**src/rtl/hc_sr04_range_filter.sv**
```systemverilog
// hc_sr04_range_filter
//
// Converts HC-SR04 echo high-time (in clk ticks) to centimetres, saturates
// the result, and smooths it with a power-of-two moving average. It also
// raises an obstacle flag with hysteresis and a timeout fault when samples
// stop arriving.
//
// Optional build macro: HC_SR04_MEDIAN3_EN inserts a 3-tap median stage ahead
// of the moving average. This adds one cycle of latency, for 4 in total. The
// default build has no median stage and 3 cycles of latency.
//
// Ports:
//   clk        system clock (CLK_FREQ Hz)
//   reset      synchronous, active-high
//   in_valid   single-cycle strobe qualifying in_ticks
//   in_ticks   echo high time in clk cycles (IN_WL bits)
//   out_valid  single-cycle strobe qualifying raw_cm / avg_cm
//   raw_cm     unfiltered, saturated distance of the latest sample
//   avg_cm     moving average over 2^AVG_LOG2 samples (truncating)
//   near       obstacle flag, set below NEAR_CM, cleared at NEAR_CM+HYST_CM
//   fault      no in_valid seen for TIMEOUT_MS milliseconds
module hc_sr04_range_filter #(
  parameter int CLK_FREQ   = 100000000,
  parameter int IN_WL      = 32,
  parameter int DIST_WL    = 10,
  parameter int MAX_CM     = 400,
  parameter int AVG_LOG2   = 2,
  parameter int NEAR_CM    = 30,
  parameter int HYST_CM    = 5,
  parameter int TIMEOUT_MS = 50
) (
  input  logic               clk,
  input  logic               reset,
  input  logic               in_valid,
  input  logic [IN_WL-1:0]   in_ticks,
  output logic               out_valid,
  output logic [DIST_WL-1:0] raw_cm,
  output logic [DIST_WL-1:0] avg_cm,
  output logic               near,
  output logic               fault
);

  // cm = ticks * 17150 / CLK_FREQ, carried as a Q24 fixed-point multiplier.
  localparam longint unsigned SCALE_NUM = 64'd17150 << 24;
  localparam longint unsigned SCALE_K_L = (SCALE_NUM + 64'(CLK_FREQ) / 64'd2) / 64'(CLK_FREQ);
  localparam int              K_W       = $clog2(SCALE_K_L + 64'd1);
  localparam logic [K_W-1:0]  SCALE_K   = K_W'(SCALE_K_L);
  localparam int              PROD_W    = IN_WL + K_W;
  localparam int              SH_W      = PROD_W - 24;
  localparam int              SUM_W     = DIST_WL + AVG_LOG2;
  localparam int              DEPTH     = 1 << AVG_LOG2;

  localparam longint unsigned  TIMEOUT_L = 64'(TIMEOUT_MS) * 64'(CLK_FREQ) / 64'd1000;
  localparam int               GAP_W     = $clog2(TIMEOUT_L + 64'd1);
  localparam logic [GAP_W-1:0] TIMEOUT   = GAP_W'(TIMEOUT_L);

  localparam logic [DIST_WL-1:0] NEAR_SET = DIST_WL'(NEAR_CM);
  localparam logic [DIST_WL-1:0] NEAR_CLR = DIST_WL'(NEAR_CM + HYST_CM);

  function automatic logic [DIST_WL-1:0] sat_cm(input logic [PROD_W-1:0] prod);
    logic [SH_W-1:0] whole;
    whole = prod[PROD_W-1:24];
    if (whole > SH_W'(MAX_CM)) sat_cm = DIST_WL'(MAX_CM);
    else                       sat_cm = DIST_WL'(whole);
  endfunction

  // ---- stage 1: full-width product ----
  logic              vld_p1;
  logic [PROD_W-1:0] prod_p1;

  always_ff @(posedge clk) begin
    if (reset) vld_p1 <= 1'b0;
    else       vld_p1 <= in_valid;
  end

  always_ff @(posedge clk) begin
    if (in_valid) prod_p1 <= PROD_W'(in_ticks) * PROD_W'(SCALE_K);
  end

  // ---- stage 2: scale down and saturate ----
  logic               vld_p2;
  logic [DIST_WL-1:0] cm_p2;

  always_ff @(posedge clk) begin
    if (reset) vld_p2 <= 1'b0;
    else       vld_p2 <= vld_p1;
  end

  always_ff @(posedge clk) begin
    if (vld_p1) cm_p2 <= sat_cm(prod_p1);
  end

  // Inputs to the averaging stage: either straight from stage 2 or via the median.
  logic               acc_vld;
  logic [DIST_WL-1:0] acc_cm;
  logic [DIST_WL-1:0] acc_raw;

`ifdef HC_SR04_MEDIAN3_EN
  function automatic logic [DIST_WL-1:0] med3(input logic [DIST_WL-1:0] a,
                                               input logic [DIST_WL-1:0] b,
                                               input logic [DIST_WL-1:0] c);
    logic [DIST_WL-1:0] lo;
    logic [DIST_WL-1:0] hi;
    lo = (a < b) ? a : b;
    hi = (a < b) ? b : a;
    if (c < lo)      med3 = lo;
    else if (c > hi) med3 = hi;
    else             med3 = c;
  endfunction

  // ---- stage 3 (median build): median of the current and two previous cm ----
  logic               vld_p3;
  logic [DIST_WL-1:0] raw_p3;
  logic [DIST_WL-1:0] med_p3;
  logic [DIST_WL-1:0] tap1;
  logic [DIST_WL-1:0] tap2;

  always_ff @(posedge clk) begin
    if (reset) begin
      vld_p3 <= 1'b0;
      tap1   <= '0;
      tap2   <= '0;
    end else begin
      vld_p3 <= vld_p2;
      if (vld_p2) begin
        tap1 <= cm_p2;
        tap2 <= tap1;
      end
    end
  end

  always_ff @(posedge clk) begin
    if (vld_p2) begin
      raw_p3 <= cm_p2;
      med_p3 <= med3(cm_p2, tap1, tap2);
    end
  end

  assign acc_vld = vld_p3;
  assign acc_cm  = med_p3;
  assign acc_raw = raw_p3;
`else
  assign acc_vld = vld_p2;
  assign acc_cm  = cm_p2;
  assign acc_raw = cm_p2;
`endif

  // ---- final stage: ring buffer, running sum, outputs ----
  logic [DIST_WL-1:0]  ring [DEPTH];
  logic [AVG_LOG2-1:0] wr_ptr;
  logic [SUM_W-1:0]    sum;
  logic [SUM_W-1:0]    new_sum;
  logic [DIST_WL-1:0]  new_avg;

  // The entry at wr_ptr is the oldest sample; it leaves the sum as acc_cm enters.
  always_comb begin
    new_sum = sum - SUM_W'(ring[wr_ptr]) + SUM_W'(acc_cm);
    new_avg = DIST_WL'(new_sum >> AVG_LOG2);
  end

  always_ff @(posedge clk) begin
    if (reset) begin
      for (int i = 0; i < DEPTH; i++) ring[i] <= '0;
      wr_ptr    <= '0;
      sum       <= '0;
      raw_cm    <= '0;
      avg_cm    <= '0;
      near      <= 1'b0;
      out_valid <= 1'b0;
    end else begin
      out_valid <= acc_vld;
      if (acc_vld) begin
        ring[wr_ptr] <= acc_cm;
        wr_ptr       <= wr_ptr + AVG_LOG2'(1);
        sum          <= new_sum;
        raw_cm       <= acc_raw;
        avg_cm       <= new_avg;
        if (new_avg < NEAR_SET)       near <= 1'b1;
        else if (new_avg >= NEAR_CLR) near <= 1'b0;
      end
    end
  end

  // Gap counter: saturates at TIMEOUT so fault holds until the next sample.
  logic [GAP_W-1:0] gap_cnt;
  logic [GAP_W-1:0] gap_next;

  always_comb begin
    gap_next = gap_cnt;
    if (in_valid)                gap_next = '0;
    else if (gap_cnt != TIMEOUT) gap_next = gap_cnt + GAP_W'(1);
  end

  always_ff @(posedge clk) begin
    if (reset) begin
      gap_cnt <= '0;
      fault   <= 1'b0;
    end else begin
      gap_cnt <= gap_next;
      fault   <= !in_valid && (gap_next == TIMEOUT);
    end
  end

endmodule

```
**config.mk**
```make
export PLATFORM = sky130hd
export DESIGN_NAME = hc_sr04_range_filter
export DESIGN_NICKNAME = d
export VERILOG_FILES = /design/src/rtl/hc_sr04_range_filter.sv
export SDC_FILE = /design/constraint.sdc
export NUM_CORES = 1
export LEC_CHECK = 0
export CAP_MARGIN = 10
export CORE_MARGIN = 2
export CORE_UTILIZATION = 60
export DETAILED_ROUTE_END_ITERATION = 12
export PLACE_DENSITY = 0.85
export SETUP_SLACK_MARGIN = 0.15
export SYNTH_ARGS = -nofsm -noshare
export SYNTH_HDL_FRONTEND = slang
export SYNTH_SLANG_ARGS = --single-unit
```
**constraint.sdc**
```tcl
create_clock -name clk -period 7.1 [get_ports clk]
set_input_delay 1.065 -clock clk [delete_from_list [all_inputs] [get_ports clk]]
set_output_delay 1.065 -clock clk [all_outputs]
set_load 0.01 [all_outputs]
```
# Word-level counts from Yosys, hierarchy flattened
# Memory sizes are Yosys's and may differ from the RTL's. A register that Yosys moved wholly into a read port is not among the register bits.
# Cells that the tools add are included.
totals:
  reg_bits: 116
  ramBits: 40
  inputBits: 35
  out_inout_bits: 23
  elab_cells: 42
  memories: 1
op_classes:
  add_sub_neg: 4
  mul: 1
  magnitude_cmp: 3
  eq_ne: 2
  muxes: 14
  n_reduce_logical: 5
memory_table:
  columns: ["memory", "depth", "width", "rd", "rd_ports_with_merged_regs", "write_ports", "line_no", "rtl"]
  rows:
  - ["ring", 4, 10, 1, 1, 4, "149", "logic [DIST_WL-1:0] ring [DEPTH];"]
ops:
  columns: ["cell", "count"]
  rows:
  - ["$mux W23", 2]
  - ["$mul A32 B12 Y44 const B", 1]
  - ["$add A23 B1 Y23 const B", 1]
  - ["$eq A23 B23 Y1 const B", 1]
  - ["$ne A23 B23 Y1 const B", 1]
  - ["$gt A20 B9 Y1 const B", 1]
  - ["$add A12 B10 Y12", 1]
  - ["$sub A12 B10 Y12", 1]
  - ["$ge A10 B6 Y1 const B", 1]
  - ["$lt A10 B5 Y1 const B", 1]
  - ["$mux W10", 1]
  - ["$reduce_or A10 Y1", 1]
  - ["$mux W1", 8]
  - ["$mux W2", 3]
  - ["$add A2 B1 Y2 const B", 1]
  - ["$reduce_and A2 Y1", 1]
  - ["$reduce_bool A2 Y1", 1]
  - ["$logic_and A1 B1 Y1", 1]
  - ["$logic_not A1 Y1", 1]

# Longest topological paths before layout
# Gate-level depths: netlist (run 1).
depth:
  word_depth: 5
  ltp_mapped: 19

# Worst setup path after synthesis (run 1)
# Ideal clock, no wire load.
synth_timing:
  path_type: "input port to flip-flop"
  startpoint: "input in_ticks[12]"
  endpoint: "register prod_p1[38] (data pin)"
  arrival_time_ns: 5.257
  t_required_ns: 6.842
  setup_slack_ns: 1.585
  cell_stages: 17
  path_cell_list: "ha_1 > xor2_1 > ha_1 > a21o_1 > fa_1 > fa_1 > inv_1 > fa_1 > inv_1 > ha_1 > a211oi_1 > o21ai_0 > or3_1 > o211ai_1 > nand4_1 > a31oi_1 > xnor2_1"
synth_via:
  elab_chain_cells: 1
synth_lines:
  columns: ["item", "line_no", "rtl"]
  rows:
  - ["from (decl)", "35", "input logic [IN_WL-1:0] in_ticks,"]
  - ["$mul A32 B12 Y44", "77", "if (in_valid) prod_p1 <= PROD_W'(in_ticks) * PROD_W'(SCALE_K);"]
  - ["to (signal assigned)", "77", null]
  - ["to (decl)", "69", "logic [PROD_W-1:0] prod_p1;"]
# Every way passes these cells.
# A chain may end at the register's enable or synchronous reset.

# Worst setup path after layout (run 1)
layout_timing:
  startpoint: "input in_ticks[4]"
  endpoint: "register prod_p1[42] (data pin)"
# The elaborated chain is that of the path after synthesis.

==> results of run 1 <==
power by group:
part | internal, W | switching (W)
sequential | 0.000984 | 0.0000421
clock | 0.000524 | 0.000290
combinational | 0.00171 | 0.00215
total | 0.00322 | 0.00248
synth_stat cells, drive strengths merged, types with 20 or more instances:
cell	n	share of area [%]
fa	165	25
xnor2	35	2.4
mux2i	22	1.7
ha	175	17
inv	264	7.6
dfxtp	54	8.3
a21oi	29	1.1
xor2	34	2.3
nand3	20	0.77
nand2	24	0.69
edfxtp	70	16
and2	30	1.4
a21o	27	1.6
nor2	88	2.6
o21ai	23	0.88
critical path, cell delays in order:
cell and delay, ns:
clkdlybuf4s50_1 0.61, ha_1 0.43, inv_1 0.07, fa_1 0.52
inv_1 0.09, fa_1 0.53, fa_1 0.55, inv_1 0.05
fa_1 0.57, inv_1 0.05, ha_1 0.29, nand3_1 0.12
nor2_1 0.18, o2111ai_1 0.19, a211oi_1 0.48, o21ai_1 0.20
a31oi_1 0.33, nor2_1 0.11, o311ai_1 0.27
flip-flops by register name, summed over array words and instances, names as in the netlist, 2 cells and up, named ones only:
| signal | count |
|---|---|
| raw_cm | 10 |
| wr_ptr | 2 |
| prod_p1 | 20 |
| sum | 2 |
| avg_cm | 10 |
| acc_cm | 10 |
| ring | 40 |
| gap_cnt | 23 |
cells by family after synthesis:
group                      synth area share (%)
adders and majority gates                  42.2
buffers and inverters                      8.82
and+or+nand+nor                            9.64
AOI/OAI and AO/OA                          6.76
DFF                                        24.4
xor gates and xnor gates                   4.64
muxes                                      3.51
other                                    0.0288
through the flow:
stage,hold WS [ns],util (%)
2_1_floorplan,0.456,-
3_3_place_gp,0.466,65.2
3_5_place_dp,0.474,65.2
4_1_cts,0.485,67.9
5_1_grt,0.519,67.9
6_report,0.484,67.9
metal layers:
metal  track usage [%]  share of wire, %  wire [µm]  vias to the layer above
li1                  -                 -          -                     4144
met1              31.9                44      11000                     4217
met2              40.0                49      12400                      247
met3              4.19               4.6       1140                       46
met4              7.01               2.1        526                        0
met5                 0                 0          0                        -
final cells by class:
cell class | instances | area [µm²] | share of cell area, %
Clock buffer | 25 | 505 | 3.52
Clock inverter | 7 | 63.8 | 0.444
Inverter | 264 | 991 | 6.90
Multi-Input combinational cell | 816 | 8690 | 60.5
Sequential cell | 124 | 3180 | 22.2
Tap cell | 275 | 344 | 2.40
Timing Repair Buffer | 59 | 586 | 4.08
final timing paths:
path	from	to	slack, ns	depth (start not counted)
setup / recovery	in_ticks[4]	prod_p1[42]	0.60	19
hold / removal	sum[1]	sum[1]	0.48	2
setup reg to reg	register	near	2.79	11
hold reg to reg	sum[1]	sum[1]	0.48	2
==> reports/qor.txt, run 1 <==
Commonest non-fill, non-tap cell in the layout -> inv_1
Hold Vio Cnt, Final -> 0
Run status -> finished, final reports clean
Synth-to-layout area growth -> 10.3%
CTS Sinks -> 124
Cell area after synthesis -> 13,000 µm²
Cells after synthesis -> 1,235
Maximum clock rate -> 0.154 GHz
Worst-path fanout max -> 7
Most frequent cells in the layout -> inv_1 (264), ha_1 (175), fa_1 (165)
Leakage power -> 6.67 nW
Setup Total Neg Slack -> 0 ns
Root Buffer -> clkbuf_16
Final std cells w/o fill -> 1,570
CTS Buf Count -> 17
Main synth FF type -> edfxtp_1
Pre-CTS setup slack -> 0.296 ns
Post-CTS Resized -> 0
Synth cell types -> 61
# rows -> 53
DRC viols -> 0
Placed cells -> 1,538
Clk_skew -> 0.00784 ns
Setup Crit Path Kind -> primary input to register
Inserted Diodes -> 0
GPL Wtd Cong -> 0.955
H-tree depth -> 4
Num ports -> 58
Final-layout fill cell count -> 1,487
Share of layout cells above drive strength 1 -> 4.09%
CTS clk-pin slew, worst paths -> 0.05 ns
# port buffers -> 57
Post-synthesis sequential element count -> 124
Mean area per synthesized cell -> 10.5 µm²
First-pass GRT wire length -> 42,600 µm
Wirelength, routed -> 25,000 µm
Post-route cell area -> 14,400 µm²
Routed Antenna Nets -> 0
Initial antenna violation count -> 0
Fin. max-slew vios -> 0
Setup violators final -> 0
Post-synth EDFFs -> 70
Largest net degree at the start of global routing -> 37
CTS tree -> built
Setup crit end kind -> register
Maximum vdd drop -> 0.000322 V
Maximum root-to-sink buffer count -> 2
Wirelength per Cell -> 15.9 µm
Vias in the first global route -> 8,994
Hold/Removal Path Class -> register to register
Die Width -> 151 µm
Final worst setup slack -> 0.601 ns
Via density -> 5.51
Detailed Routing Iterations Pass 1 -> 5
Power Total -> 0.00570 W
Max_slew headroom -> 28.1%
GR Overflow Total -> 0
Unrepaired setup endpoints after global routing -> false
# nets final -> 1,657
Post-DP Area -> 13,800 µm²
Syn nets -> 1,610
Starting Density -> 61.6%
Buffers inserted by post-CTS timing repair -> 0
Synth warnings -> 0
Total GRT Usage -> 23.8%
Async set or reset register ratio after synthesis -> 0%
Power Density -> 397 nW/µm²
Period utilisation layout -> 91.5%
Initial DRC count -> 583
Chip Height -> 151 µm
CP Data Arrival Time -> 6.72 ns
Hold-fix buffers, CTS -> 0
Min Tclk post-route -> 6.50 ns
Worst-margin pin slew -> 1.08 ns
Sequential share of the synthesized area -> 24.4%
Max_cap viols -> 0
Post-detail-place hpwl -> 20,600 µm
CP required -> 7.32 ns
Vias -> 8,654
Latest clock arrival within the worst-skew pair -> 0.41 ns
Total core area -> 21,200 µm²
CP Launch Type -> primary input
Die area -> 22,900 µm²
No activity file was read; power rests on OpenSTA's default activity.
==> run 2: changes to the inputs <==
--- a/config.mk
+++ b/config.mk
@@ -6,10 +6,12 @@
 export NUM_CORES = 1
 export LEC_CHECK = 0
 export CAP_MARGIN = 10
+export CELL_PAD_IN_SITES_DETAIL_PLACEMENT = 0
+export CELL_PAD_IN_SITES_GLOBAL_PLACEMENT = 1
 export CORE_MARGIN = 2
-export CORE_UTILIZATION = 60
+export CORE_UTILIZATION = 50
 export DETAILED_ROUTE_END_ITERATION = 12
-export PLACE_DENSITY = 0.85
+export PLACE_DENSITY = 0.88
 export SETUP_SLACK_MARGIN = 0.15
 export SYNTH_ARGS = -nofsm -noshare
 export SYNTH_HDL_FRONTEND = slang
==> reports/qor.txt, run 2 (same netlist as run 1, synthesis figures left out) <==
Hold/Removal Path Class -> register to register
Sequential Power Share -> 17.4% (-0.6 points)
Min Hold Slack -> 0.482 ns (-0.00137 ns)
Largest register FFs -> 40 (unchanged)
Num ports -> 58 (unchanged)
DRC viols -> 0 (unchanged)
Most flop-heavy register -> ring
Clock group share of total power -> 17.3% (+3.0 points)
Root Buffer -> clkbuf_16
Maximum vdd drop -> 0.000256 V (-20%)
Initial antenna violation count -> 0 (unchanged)
Share of layout cells above drive strength 1 -> 4.47% (+0.38 points)
# rows -> 59 (+11%)
Hold-fix buffers, CTS -> 0 (unchanged)
Maximum root-to-sink buffer count -> 2 (unchanged)
Die area -> 27,400 µm² (+19%)
Power Total -> 0.00588 W (+3.1%)
CP Launch Type -> primary input
Worst-path fanout max -> 7 (unchanged)
Period utilisation layout -> 88.0% (-3.5 points)
H-tree depth -> 4 (unchanged)
Final worst setup slack -> 0.852 ns (+0.251 ns)
Setup Total Neg Slack -> 0 ns (unchanged)
Post-route cell area -> 14,600 µm² (+1.6%)
Via density -> 5.17 (-6.2%)
CTS clk-pin slew, worst paths -> 0.06 ns (about the same)
Run status -> finished, final reports clean
Largest net degree at the start of global routing -> 37 (unchanged)
Power Density -> 403 nW/µm² (+1.6%)
Starting Density -> 50.4% (-11 points)
Fin. max-slew vios -> 0 (unchanged)
CP required -> 7.32 ns (about the same)
Leakage power -> 6.74 nW (+1.0%)
Inserted Diodes -> 0 (unchanged)
Clk_skew -> 0.00773 ns (-0.000113 ns)
Setup Crit Path Kind -> primary input to register
Worst setup path start -> in_ticks[4]
Vias -> 8,442 (-2.4%)
Net switching power of the design -> 0.00249 W (+0.35%)
Latest clock arrival within the worst-skew pair -> 0.41 ns (about the same)
CP Data Arrival Time -> 6.47 ns (-0.25 ns)
Wirelength per Cell -> 15.4 µm (-3.4%)
Die Width -> 165 µm (+9.3%)
Chip Height -> 165 µm (+9.3%)
Post-CTS Resized -> 0 (unchanged)
# port buffers -> 57 (unchanged)
Min Tclk post-route -> 6.25 ns (-0.251 ns)
Routed Antenna Nets -> 0 (unchanged)
Hold Vio Cnt, Final -> 0 (unchanged)
Commonest non-fill, non-tap cell in the layout -> inv_1
Switching share of power -> 42.3% (-1.2 points)
Worst-margin pin slew -> 1.06 ns (-0.0164 ns)
First-pass GRT wire length -> 42,400 µm (-0.54%)
Setup violators final -> 0 (unchanged)
Total core area -> 25,800 µm² (+22%)
Most frequent cells in the layout -> inv_1 (264), ha_1 (175), fa_1 (165)
GPL Wtd Cong -> 0.903 (-5.5%)
Internal power -> 0.00339 W (+5.3%)
Max_cap viols -> 0 (unchanged)
Total GRT Usage -> 19.8% (-4.1 points)
Post-DP Area -> 13,900 µm² (+0.65%)
Post-detail-place hpwl -> 20,700 µm (+0.26%)
Detailed Routing Iterations Pass 1 -> 5 (unchanged)
CTS Buf Count -> 17 (unchanged)
GR Overflow Total -> 0 (unchanged)
Final-layout fill cell count -> 2,168 (+46%)
Setup crit end kind -> register
Combinational power share -> 65.3% (-2.4 points)
CTS tree -> built
Maximum clock rate -> 0.160 GHz (+4.0%)
Largest registers -> ring: 40 flops, gap_cnt: 23 flops, prod_p1: 20 flops
Vias in the first global route -> 8,770 (-2.5%)
Buffers inserted by post-CTS timing repair -> 0 (unchanged)
Wirelength, routed -> 25,100 µm (+0.45%)
Max_slew headroom -> 29.3% (+1.2 points)
Pre-CTS setup slack -> 0.364 ns (+0.0674 ns)
CTS Sinks -> 124 (unchanged)
Unrepaired setup endpoints after global routing -> false
# nets final -> 1,659 (+0.12%)
Initial DRC count -> 420 (-28%)
HP Start -> sum[1]
Synth-to-layout area growth -> 12.0%
run 2: worst paths after layout:
check,slack (ns),end,cells after the start
worst max-delay path,0.85,prod_p1[42],19
worst min-delay path,0.48,sum[1],2
worst max register to register,2.83,near,12
worst min register to register,0.48,sum[1],2
run 2: power by group through the flow:
stage	registers, W	logic (W)	clock network [W]
after floorplan	0.00102	0.00304	0
after global placement	0.00104	0.00376	0
after detailed placement	0.00104	0.00384	0
after CTS	0.00102	0.00386	0.00103
after global routing	0.00104	0.00446	0.00106
final	0.00102	0.00383	0.00102
run 2: worst max-delay path, stage by stage:
cell and delay [ns]:
clkdlybuf4s50_1 0.69, ha_1 0.28, inv_1 0.08, fa_1 0.52, inv_1 0.08, fa_1 0.50, fa_1 0.56, inv_1 0.06
fa_1 0.55, inv_1 0.05, ha_1 0.31, nand3_1 0.12, nor2_1 0.16, o2111ai_1 0.17, a211oi_1 0.45, o21ai_1 0.18
a31oi_1 0.30, nor2_1 0.11, o311ai_1 0.24
run 2: through the flow:
stage	util, %	instances
final	56.5	1632
after global routing	56.5	1632
after CTS	56.5	1632
after global placement	53.7	1600
after floorplan	-	1235
after detailed placement	53.7	1600
run 2: cell type report:
type | instances | area [µm²] | area share [%]
clock buffers | 18 | 439 | 3.01
clock inverters | 14 | 264 | 1.81
inverters | 264 | 991 | 6.79
multi-input cells | 816 | 8690 | 59.6
flip-flops and latches | 124 | 3180 | 21.8
well taps | 335 | 419 | 2.87
repair buffers | 61 | 601 | 4.12
run 2: layer usage:
metal | GRT usage, % | wire (µm)
met4 | 4.43 | 283
met3 | 3.27 | 988
met1 | 27.7 | 11800
met5 | 0 | 0
met2 | 32.5 | 12000
